## src/rtl/mc_ctrl_pkg.sv

```systemverilog
// Shared state encoding, opcode constants, datapath select codes and control bundle
// for the multi-cycle RISC control FSM.
package mc_ctrl_pkg;

  localparam int unsigned STATE_W = 4;
  localparam int unsigned OPC_W   = 7;

  typedef enum logic [STATE_W-1:0] {
    FETCH    = 4'd0,
    DECODE   = 4'd1,
    MEM_ADDR = 4'd2,
    LOAD_RD  = 4'd3,
    LOAD_WB  = 4'd4,
    STORE_WR = 4'd5,
    EXEC     = 4'd6,
    ALU_WB   = 4'd7,
    BRANCH   = 4'd8,
    JAL      = 4'd9,
    TRAP     = 4'd10
  } state_e;

  localparam logic [OPC_W-1:0] OP_LOAD   = 7'b0000011;
  localparam logic [OPC_W-1:0] OP_STORE  = 7'b0100011;
  localparam logic [OPC_W-1:0] OP_RTYPE  = 7'b0110011;
  localparam logic [OPC_W-1:0] OP_ITYPE  = 7'b0010011;
  localparam logic [OPC_W-1:0] OP_BRANCH = 7'b1100011;
  localparam logic [OPC_W-1:0] OP_JAL    = 7'b1101111;

  localparam logic [1:0] PCS_ALU    = 2'b00;
  localparam logic [1:0] PCS_ALUOUT = 2'b01;

  localparam logic [1:0] SRCB_B    = 2'b00;
  localparam logic [1:0] SRCB_FOUR = 2'b01;
  localparam logic [1:0] SRCB_IMM  = 2'b10;

  localparam logic [1:0] ALUOP_ADD    = 2'b00;
  localparam logic [1:0] ALUOP_SUB    = 2'b01;
  localparam logic [1:0] ALUOP_RFUNCT = 2'b10;
  localparam logic [1:0] ALUOP_IFUNCT = 2'b11;

  localparam logic [1:0] RD_ALUOUT = 2'b00;
  localparam logic [1:0] RD_MDR    = 2'b01;
  localparam logic [1:0] RD_PC     = 2'b10;

  typedef struct packed {
    logic       pc_write;
    logic       pc_write_cond;
    logic       i_or_d;
    logic       mem_read;
    logic       mem_write;
    logic       ir_write;
    logic       alu_src_a;
    logic       reg_write;
    logic       illegal_instr;
    logic       instr_retired;
    logic [1:0] pc_source;
    logic [1:0] alu_src_b;
    logic [1:0] alu_op;
    logic [1:0] rd_src;
  } ctrl_t;

  // Dispatch target out of DECODE for a given opcode.
  function automatic state_e decode_target(input logic [OPC_W-1:0] opcode);
    state_e tgt;
    tgt = TRAP;
    case (opcode)
      OP_LOAD, OP_STORE: tgt = MEM_ADDR;
      OP_RTYPE, OP_ITYPE: tgt = EXEC;
      OP_BRANCH: tgt = BRANCH;
      OP_JAL: tgt = JAL;
      default: tgt = TRAP;
    endcase
    return tgt;
  endfunction

endpackage

```

## src/rtl/mc_ctrl_decode.sv

```systemverilog
// Moore output decoder: control bundle from current state; only memory-handshake
// qualified strobes look at mem_ready.
module mc_ctrl_decode
  import mc_ctrl_pkg::*;
(
  input  state_e            state,
  input  logic              mem_ready,
  input  logic [OPC_W-1:0]  opcode,
  output ctrl_t             ctrl_c
);

  always_comb begin
    ctrl_c = '0;
    case (state)
      FETCH: begin
        ctrl_c.mem_read  = 1'b1;
        ctrl_c.alu_src_b = SRCB_FOUR;
        ctrl_c.alu_op    = ALUOP_ADD;
        ctrl_c.pc_source = PCS_ALU;
        ctrl_c.ir_write  = mem_ready;
        ctrl_c.pc_write  = mem_ready;
      end
      DECODE: begin
        ctrl_c.alu_src_b = SRCB_IMM;
        ctrl_c.alu_op    = ALUOP_ADD;
      end
      MEM_ADDR: begin
        ctrl_c.alu_src_a = 1'b1;
        ctrl_c.alu_src_b = SRCB_IMM;
        ctrl_c.alu_op    = ALUOP_ADD;
      end
      LOAD_RD: begin
        ctrl_c.mem_read = 1'b1;
        ctrl_c.i_or_d   = 1'b1;
      end
      LOAD_WB: begin
        ctrl_c.reg_write     = 1'b1;
        ctrl_c.rd_src        = RD_MDR;
        ctrl_c.instr_retired = 1'b1;
      end
      STORE_WR: begin
        ctrl_c.mem_write     = 1'b1;
        ctrl_c.i_or_d        = 1'b1;
        ctrl_c.instr_retired = mem_ready;
      end
      EXEC: begin
        ctrl_c.alu_src_a = 1'b1;
        if (opcode == OP_RTYPE) begin
          ctrl_c.alu_src_b = SRCB_B;
          ctrl_c.alu_op    = ALUOP_RFUNCT;
        end else begin
          ctrl_c.alu_src_b = SRCB_IMM;
          ctrl_c.alu_op    = ALUOP_IFUNCT;
        end
      end
      ALU_WB: begin
        ctrl_c.reg_write     = 1'b1;
        ctrl_c.rd_src        = RD_ALUOUT;
        ctrl_c.instr_retired = 1'b1;
      end
      BRANCH: begin
        ctrl_c.alu_src_a     = 1'b1;
        ctrl_c.alu_src_b     = SRCB_B;
        ctrl_c.alu_op        = ALUOP_SUB;
        ctrl_c.pc_write_cond = 1'b1;
        ctrl_c.pc_source     = PCS_ALUOUT;
        ctrl_c.instr_retired = 1'b1;
      end
      JAL: begin
        ctrl_c.pc_write      = 1'b1;
        ctrl_c.pc_source     = PCS_ALUOUT;
        ctrl_c.reg_write     = 1'b1;
        ctrl_c.rd_src        = RD_PC;
        ctrl_c.instr_retired = 1'b1;
      end
      TRAP: ctrl_c.illegal_instr = 1'b1;
      default: ctrl_c = '0;
    endcase
  end

endmodule

```

## src/rtl/mc_control_fsm.sv

```systemverilog
// Multi-cycle processor control FSM with state register, next-state logic and optional
// performance counters (enabled by defining MC_CTRL_PERF_EN).
module mc_control_fsm
  import mc_ctrl_pkg::*;
#(
  parameter int unsigned CNT_W              = 32,
  parameter bit          FETCH_ALWAYS_READY = 1'b0
) (
  input  logic              clock,
  input  logic              reset,
  input  logic [31:0]       instruction,
  input  logic              mem_ready,
  output logic              pc_write,
  output logic              pc_write_cond,
  output logic              i_or_d,
  output logic              mem_read,
  output logic              mem_write,
  output logic              ir_write,
  output logic              alu_src_a,
  output logic              reg_write,
  output logic              illegal_instr,
  output logic              instr_retired,
  output logic [1:0]        pc_source,
  output logic [1:0]        alu_src_b,
  output logic [1:0]        alu_op,
  output logic [1:0]        rd_src,
  output logic [3:0]        state,
  output logic [3:0]        next_state,
  output logic [CNT_W-1:0]  perf_cycles,
  output logic [CNT_W-1:0]  perf_instret
);

  state_e             state_q, state_d;
  logic [OPC_W-1:0]   opcode;
  logic               mem_ready_eff;
  ctrl_t              ctrl;
  logic               unused_instr_bits;

  assign opcode            = instruction[OPC_W-1:0];
  assign unused_instr_bits = ^instruction[31:OPC_W];
  assign mem_ready_eff     = mem_ready | (FETCH_ALWAYS_READY && (state_q == FETCH));

  always_ff @(posedge clock or posedge reset) begin
    if (reset) state_q <= FETCH;
    else       state_q <= state_d;
  end

  // Memory states wait on mem_ready; every other state advances unconditionally.
  always_comb begin
    state_d = FETCH;
    case (state_q)
      FETCH:    state_d = mem_ready_eff ? DECODE : FETCH;
      DECODE:   state_d = decode_target(opcode);
      MEM_ADDR: state_d = (opcode == OP_LOAD) ? LOAD_RD : STORE_WR;
      LOAD_RD:  state_d = mem_ready_eff ? LOAD_WB : LOAD_RD;
      STORE_WR: state_d = mem_ready_eff ? FETCH : STORE_WR;
      EXEC:     state_d = ALU_WB;
      default:  state_d = FETCH;
    endcase
  end

  mc_ctrl_decode u_decode (
    .state     (state_q),
    .mem_ready (mem_ready_eff),
    .opcode    (opcode),
    .ctrl_c    (ctrl)
  );

  assign pc_write      = ctrl.pc_write;
  assign pc_write_cond = ctrl.pc_write_cond;
  assign i_or_d        = ctrl.i_or_d;
  assign mem_read      = ctrl.mem_read;
  assign mem_write     = ctrl.mem_write;
  assign ir_write      = ctrl.ir_write;
  assign alu_src_a     = ctrl.alu_src_a;
  assign reg_write     = ctrl.reg_write;
  assign illegal_instr = ctrl.illegal_instr;
  assign instr_retired = ctrl.instr_retired;
  assign pc_source     = ctrl.pc_source;
  assign alu_src_b     = ctrl.alu_src_b;
  assign alu_op        = ctrl.alu_op;
  assign rd_src        = ctrl.rd_src;
  assign state         = state_q;
  assign next_state    = state_d;

`ifdef MC_CTRL_PERF_EN
  logic [CNT_W-1:0] cycles_q, cycles_d, instret_q, instret_d;

  // Free-running counters, wrapping naturally at 2^CNT_W.
  always_comb begin
    cycles_d  = cycles_q + CNT_W'(1);
    instret_d = instret_q + CNT_W'(ctrl.instr_retired);
  end

  always_ff @(posedge clock or posedge reset) begin
    if (reset) begin
      cycles_q  <= '0;
      instret_q <= '0;
    end else begin
      cycles_q  <= cycles_d;
      instret_q <= instret_d;
    end
  end

  assign perf_cycles  = cycles_q;
  assign perf_instret = instret_q;
`else
  assign perf_cycles  = '0;
  assign perf_instret = '0;
`endif

endmodule

```

## config.mk

```make
export PLATFORM = sky130hd
export DESIGN_NAME = mc_control_fsm
export DESIGN_NICKNAME = d
export VERILOG_FILES = /design/src/rtl/mc_ctrl_pkg.sv /design/src/rtl/mc_ctrl_decode.sv /design/src/rtl/mc_control_fsm.sv
export SDC_FILE = /design/constraint.sdc
export NUM_CORES = 1
export LEC_CHECK = 0
export ABC_AREA = 0
export ABC_CLOCK_PERIOD_IN_PS = 2600
export CAP_MARGIN = 40
export CORE_AREA = 2 2 67 69
export CTS_CLUSTER_SIZE = 14
export DETAILED_ROUTE_END_ITERATION = 10
export DIE_AREA = 0 0 69 71
export GPL_ROUTABILITY_DRIVEN = 0
export GPL_TIMING_DRIVEN = 0
export PLACE_DENSITY = 0.73
export SKIP_CTS_REPAIR_TIMING = 1
export SYNTH_ARGS = -nofsm -noshare
export SYNTH_HDL_FRONTEND = slang
export SYNTH_HIERARCHICAL = 1
export SYNTH_SLANG_ARGS = --single-unit
export TNS_END_PERCENT = 5
```

## constraint.sdc

```tcl
create_clock -name clock -period 2.6 [get_ports clock]
set_input_delay 0.52 -clock clock [delete_from_list [all_inputs] [get_ports clock]]
set_output_delay 0.52 -clock clock [all_outputs]
set_load 0.01 [all_outputs]
```

==> reports/results.ini <==
[finish]
multiInputGateArea_sq_um = 658
syn2layout_area_growth_pct = 72.7
fin_util_pct = 41.5
fillers = 450
drive_gt1_share_pct = 34.6
num-nets-final = 271
largest_reg_flops = 4
antennaDiodeCount = 0
seq_area_sq_um = 101

[placement]
hpwl_um = 1960
placement.io_buffers = 34

[power]
powerDensity_nw_per_um2 = 641
power_leakage_nw = 1.03
vdd_drop_max_mv = 0.201
power_mw = 1.12

[synthesis]
seq_area_frac_synth_pct = 9.91
synth_cell_types = 34
synth_edf_count = 0
synth.yosys.warnings = 6
synth_area_sq_um = 1010
async_flop_share_pct = 100
synth_area_leaders = buf_4 48%, dfrtp_1 9.9%, nor2_1 4.1%
synthFlopType = dfrtp_1
synth.avg_cell_area_sq_um = 7.59
synth_top_cell_area_share_pct = 48.3
ys_ff_latch = 4
netlist_instances = 133
synth_top_area_cell = buf_4
ys_top_cells_by_count = 65 x buf_4, 11 x nor2_1, 4 x dfrtp_1, 4 x nand2b_1, 4 x o21ai_0
yosysMostFrequentCell = buf_4

[grt]
grt_pass1_vias = 836
grt-ovfl-total = 0
track_usage_pct = 8.49
grt_max_degree = 16
antenna_found_initial = 0
grt_pass1_wl_um = 3550

[setup_path]
r2r.worst_path.cells = 4
reg2reg_slack_ns = 1.24
critical_path.max_fanout = 13
r2r_start = state[0]
path_depth = 5
slowest_delay_ns = 0.62
required_ns = 2.08
crit_arrival_ns = 2.00
worst_setup_path_end_kind = output port
timing.rr.end = state[2]
critPathBufInv = 2
critPathKind = flip-flop to output port
critPathLaunchType = flip-flop
crit_slowest_cell = dfrtp_1
crit_chain = nand2b_1 > buf_6 > mux2_2 > nor2_2 > clkdlybuf4s50_1
crit_family = buffers and inverters

[drt]
avgViaCountPerCell = 3.40
ant_nets = 0
first_pass_iters = 4
vias = 971
first_iter_violations = 28
drc = 0
drt-total-wl_um = 2240
post_drt_wl_per_cell_um = 7.83

[sta]
maxSlewViolCount = 0
timing.hold.ws_ns = 0.502
fmax_ghz = 0.397
rsz0062_at_grt = no
clock_skew_ns = 0.00189
min_period_ns = 2.52
hold_viol = 0
finalCritPeriodShare_pct = 96.9
setup_viol = 0
finalSetupTns_ns = 0

[cts]
clkTransAtPathRegs_ns = 0.03
clock-sinks = 4
htreeDepth = 1
cts_tree = yes
clock_latency_ns = 0.22
cts_buffers = 3
cts-root-buf = clkbuf_8
clock_path_buffers = 2

[die]
floorplan.die.height_um = 71
fp-row-count = 24
die_w_um = 69
die_area_sq_um = 4900
start_util_pct = 24.0
io_pins = 125
core_sq_um = 4200

[flow_run]
drv_cap = 0

[run_status]
status = complete, no violations

[hold_path]
hp-class = input port to asynchronous set/reset pin

metal layers:
metal | share of wire, % | vias up | GRT usage [%]
met1 | 36 | 388 | 8.79
met4 | 1.1 | 0 | 3.27
met3 | 15 | 4 | 3.28
met5 | 0 | - | 0
met2 | 48 | 67 | 15.5
li1 | - | 512 | -
cell families (layout without fill, tap and decap cells):
kind of cell | Yosys count | after routing | synth area share [%]
flip-flops | 4 | 4 | 9.91
multiplexers | 1 | 1 | 1.12
AO/OA/AOI/OAI | 13 | 13 | 8.43
other | 2 | 65 | 0.744
XOR/XNOR | 3 | 3 | 2.60
buffers and inverters | 68 | 106 | 50.3
AND/OR/NAND/NOR | 42 | 42 | 26.9
how the worst max path moves through the flow:
stage                   startpoint            end
floorplan                 state[1]       pc_write
global placement    instruction[2]  next_state[2]
detailed placement  instruction[2]  next_state[2]
CTS                 instruction[2]  next_state[2]
global route              state[3]      alu_src_a
finish                    state[3]      alu_src_a
worst register-to-register path, delay by kind of cell, from the launching register on:
family / cells / cell delay, ns
and+or+nand+nor: 2 / 0.34
AOI/OAI and AO/OA: 2 / 0.28
DFF: 1 / 0.59
power by group:
group	switching, mW	leakage, nW	total (mW)	internal [mW]
combinational	0.356	0.957	0.826	0.471
clock	0.0306	0.0216	0.129	0.0985
sequential	0.0774	0.0506	0.163	0.0854
final cells by class:
class / count / area share, %
Buffer: 67 / 29.1
Inverter: 1 / 0.215
Multi-Input combinational cell: 124 / 37.7
Sequential cell: 4 / 5.81
Clock buffer: 3 / 2.37
Timing Repair Buffer: 35 / 21.1
Tap cell: 52 / 3.73
through the flow:
step	area, sq um	std cells	setup WS, ns
floorplan	1250	196	0.680
global placement	1650	282	-0.240
detailed placement	1650	282	-0.286
CTS	1690	285	-0.298
global route	1740	286	0.000951
finish	1740	286	0.0810
placed cells by master (no fill, tap or decap), types with 2 or more instances in the layout:
master           netlist  final
and2b_1                2      2
nor3b_1                2      2
conb_1                 2     65
nand3_1                2      2
and2_1                 3      3
clkdlybuf4s50_1        0     26
nand2b_1               4      4
o22ai_1                3      2
clkbuf_8               0      3
dfrtp_1                4      3
nand4_1                2      2
nor2_2                 2      2
o21ai_0                4      3
xor2_1                 2      2
nor2_1                11     11
dlymetal6s2s_1         0      8
buf_4                 65     66
o31ai_1                2      2
nand2_1                3      3
Note: power is estimated with default switching activity, not from simulation.
